==> src/rtl/regfile.sv <==
// MIPS general-purpose register file: 2^ADDR_WIDTH x DATA_WIDTH, two combinational
// read ports and one synchronous write port. Register 0 is hardwired to zero.
module regfile #(
  parameter int DATA_WIDTH = 32,
  parameter int ADDR_WIDTH = 5
) (
  input  logic                  clk,
  input  logic                  rst,
  input  logic [ADDR_WIDTH-1:0] read1_num,
  input  logic [ADDR_WIDTH-1:0] read2_num,
  input  logic [ADDR_WIDTH-1:0] write_num,
  input  logic [DATA_WIDTH-1:0] write_data,
  input  logic                  write_en,
  output logic [DATA_WIDTH-1:0] read1_data,
  output logic [DATA_WIDTH-1:0] read2_data
);

  localparam int DEPTH = 2 ** ADDR_WIDTH;

  // Register 0 has no storage; the array starts at index 1.
  logic [DATA_WIDTH-1:0] regs [1:DEPTH-1];

  // NOTE: the array is reset explicitly because software relies on every register
  // reading 0 after reset; this costs a clear path per flop, so it is not an
  // ordinary RAM macro.
  always_ff @(posedge clk) begin
    if (rst) begin
      for (int i = 1; i < DEPTH; i++) begin
        // NOTE: non-blocking assignment for all clocked state, so that reads of
        // regs elsewhere see pre-edge values and simulation matches hardware.
        regs[i] <= '0;
      end
    end else if (write_en && (write_num != '0)) begin
      regs[write_num] <= write_data;
    end
  end

  // No write bypass: a same-cycle write becomes visible only after the edge.
  always_comb begin
    read1_data = '0;
    read2_data = '0;
    if (read1_num != '0) read1_data = regs[read1_num];
    if (read2_num != '0) read2_data = regs[read2_num];
  end

endmodule

==> config.mk <==
export PLATFORM = sky130hd
export DESIGN_NAME = regfile
export DESIGN_NICKNAME = d
export VERILOG_FILES = /design/src/rtl/regfile.sv
export SDC_FILE = /design/constraint.sdc
export NUM_CORES = 2
export LEC_CHECK = 0
export CAP_MARGIN = 20
export CORE_MARGIN = 5
export CORE_UTILIZATION = 57
export DETAILED_ROUTE_END_ITERATION = 8
export PLACE_DENSITY = 0.81
export SYNTH_ARGS = -nofsm -noshare
export SYNTH_HDL_FRONTEND = slang
export SYNTH_SLANG_ARGS = --single-unit
export TNS_END_PERCENT = 50
==> constraint.sdc <==
create_clock -name clk -period 2.21 [get_ports clk]
set_input_delay 0.3315 -clock clk [delete_from_list [all_inputs] [get_ports clk]]
set_output_delay 0.3315 -clock clk [all_outputs]
set_load 0.02 [all_outputs]
==> key figures <==
Die
  • Die width: 318 um
  • Height of the die: 318 um
  • Core area: 94,700 um2
  • Die ar.: 101,000 um2
  • Total I/O pin count: 114
  • Cell Rows: 113
  • Initial core utilization: 57.2%

Power
  • Power Internal: 35.8 mW
  • Share of power burned in registers: 47.9%
  • Sw Ratio: 25.7%
  • PwrDens: 720 nW/um2
  • Clk network pwr share: 36.0%
  • Design Power: 48.2 mW
  • VDD IR max: 720 uV
  • Leak: 23.9 nW
  • Combinational power share: 16.1%
  • Switching power: 12.4 mW

STA
  • Part of the cycle the worst path needs: 138%
  • Setup violations, final: 64
  • Worst slew pin tran: 1.21 ns
  • Slew Viols, Final: 0
  • Final TNS setup: -42.63 ns
  • Final Hold Fails: 0
  • Final worst setup slack: -0.846 ns
  • RSZ-0062 raised after global routing: true
  • Relative slew slack: 19.1%
  • Min Tclk post-route: 3.06 ns
  • Peak Freq: 327 MHz

Min path
  • Hold WC Path Type: input port to flip-flop

Setup path
  • Worst EP arrival: 2.72 ns
  • Cell mode on critical path: mux4_2
  • Worst-path fanout max: 2
  • Worst Setup Start Kind: flip-flop
  • Critical-path top delay cell: mux4_2
  • Crit. End Element: output port
  • Cell family with most CP delay: multiplexers
  • Worst Path Buf+Inv: 1
  • Worst endpoint required time: 1.88 ns
  • Setup CP Type: flip-flop to output port
  • Slowest stage delay, CP: 0.59 ns
  • Worst-path cell chain: mux4_2 -> mux4_2 -> o22ai_4 -> nor3_4 -> buf_6

Final layout
  • Layout cell share with drive strength beyond 1: 39.1%
  • Max FFs per register: 1,024
  • Fin util: 70.7%
  • Final instance area: 67,000 um2
  • Largest regs: regs: 1024 flops
  • Biggest register: regs
  • Nets: 3,987
  • Non-filler cells, final: 5,284
  • ANT cells: 0
  • Area grow syn2layout: 23.6%

Synthesis
  • Area leader, netlist: edfxtp_1
  • Main combinational cell family by area after synthesis: multiplexers
  • Mux share of post-synthesis cell area: 23.0%
  • Synth Area in Simple Gates: 13.3%
  • Synth warn: 0
  • Post-Syn Area per Cell: 15.5 um2
  • Post-synth ARST share: 0%
  • Synth Area in XOR/XNOR: 0%
  • Synth Area in Compound Gates: 3.65%
  • Most common cell in the netlist: edfxtp_1
  • Top cells by area, synth: edfxtp_1 57%, mux4_2 20%, and2_1 11%
  • Cell Area, Synth: 54,200 um2
  • Post-synth top flop: edfxtp_1
  • Post-synth top area share: 56.7%
  • Post-synth EDFFs: 1,024
  • Synth unique cells: 43
  • Mapped Cells: 3,500
  • Adder-Cell Fraction of Synth Area: 0%
  • Synth cell count leaders: 1,024 x edfxtp_1, 995 x and2_1, 472 x mux4_2
  • Register area share after synthesis: 56.7%
  • #FFs+latches synth: 1,024

Global route
  • First-pass GRT wire length: 262 mm
  • Number of global-route vias before repair: 38,400
  • Initial antenna violation count: 10
  • Total grt overflow: 0
  • Largest net degree at the start of global routing: 37
  • Global-route usage over all layers: 35.3%

Place
  • Placer Congestion: 0.937
  • # port buffers: 113
  • DP Area: 61,600 um2
  • Dpl hpwl: 116 mm
  • Dpl cells: 5,085

CTS
  • Clock Sinks: 1,024
  • CTS tree: yes
  • # hold bufs at CTS: 0
  • Clock transition at the registers of the reported paths: 0.06 ns
  • CTS Buf Count: 104
  • Clock buffer depth: 3
  • CTS root buffer: clkbuf_16
  • H-tree depth: 3

Routing
  • Remaining DRCs: 0
  • Drt pass-1 iters: 6
  • DR vias: 37,500
  • Drt via density: 7.10
  • Iter 0 DRT Violations: 6,851
  • Final wirelength: 182 mm
  • Avg WL per Cell: 34.4 um
  • Antenna Nets Post-Route: 0

Status
  • Failing checks: setup timing
  • Status: complete, but fails checks

Job
  • Max cap viols: 0
[final timing paths]
check	slack (ns)	to	cells after the start	start
worst max-delay path	-0.85	read2_data[16]	5	regs[30][16]
worst min-delay path	0.44	regs[0][10]	2	write_data[10]
[kinds of logic (layout without fill, tap and decap cells)]
family | count (synthesis) | in the layout
AOI/OAI and AO/OA | 259 | 259
buffers and inverters | 386 | 874
muxes | 652 | 652
DFF | 1024 | 1024
and+or+nand+nor | 1178 | 1178
other | 1 | 32
[power groups by stage]
| stage | combinational (mW) | sequential, mW | clock [mW] |
|---|---|---|---|
| detailed placement | 6.89 | 23.4 | 0 |
| floorplan | 3.79 | 23.1 | 0 |
| finish | 7.78 | 23.1 | 17.4 |
| CTS | 7.47 | 23.0 | 17.4 |
| global placement | 6.78 | 23.3 | 0 |
| global route | 7.95 | 23.1 | 18.2 |
[metrics by stage]
step | setup slack, ns | hold WS, ns
floorplan | -0.161 | 0.430
global placement | -1.43 | 1.14
detailed placement | -1.51 | 1.15
CTS | -0.803 | 0.421
global route | -0.855 | 0.446
finish | -0.846 | 0.444
[cells in the final DEF (no fill, tap or decap), types with 6 or more instances in the layout]
cell type,instances
nor3_4,28
nand2b_1,6
nor2_4,9
bufinv_16,9
clkbuf_1,18
a2111oi_4,49
a22oi_1,16
a21oi_1,10
a22o_1,31
o22ai_2,35
clkinv_2,20
a2111oi_2,6
buf_4,437
nor2_2,23
edfxtp_1,1024
clkdlybuf4s50_1,40
buf_6,60
a22o_4,20
nor3_2,25
mux2i_1,146
clkbuf_16,107
conb_1,32
buf_2,6
mux4_2,472
buf_16,9
o22ai_1,55
or2_2,31
and2_1,993
buf_12,126
mux2_2,30
clkinv_1,27
nand2_1,8
nor2b_1,10
o22ai_4,13
[metal layers]
metal	vias up	share of wire (%)	GRT usage, %
li1	14500	-	-
met1	18600	31	45.1
met2	3617	46	54.5
met3	769	15	9.62
met4	4	7.8	21.8
met5	-	0.012	0
[layout make-up]
cell class                 instances  area [um2]
tap                             1265        1580
multi-input combinational       2121       24100
clock inverter                    65         576
fill                            5635       27700
sequential                      1024       30700
timing repair buffer             684        7280
clock buffer                     123        2700
inverter                           2        7.51
[timing repair]
action | in CTS | in global routing
buffers inserted | 34 | 4
resized for setup | 597 | 80
pin swaps | 137 | 27
setup endpoints to repair | 64 | 64
cloned | 2 | 2
Power figures use the tool's default switching activity.
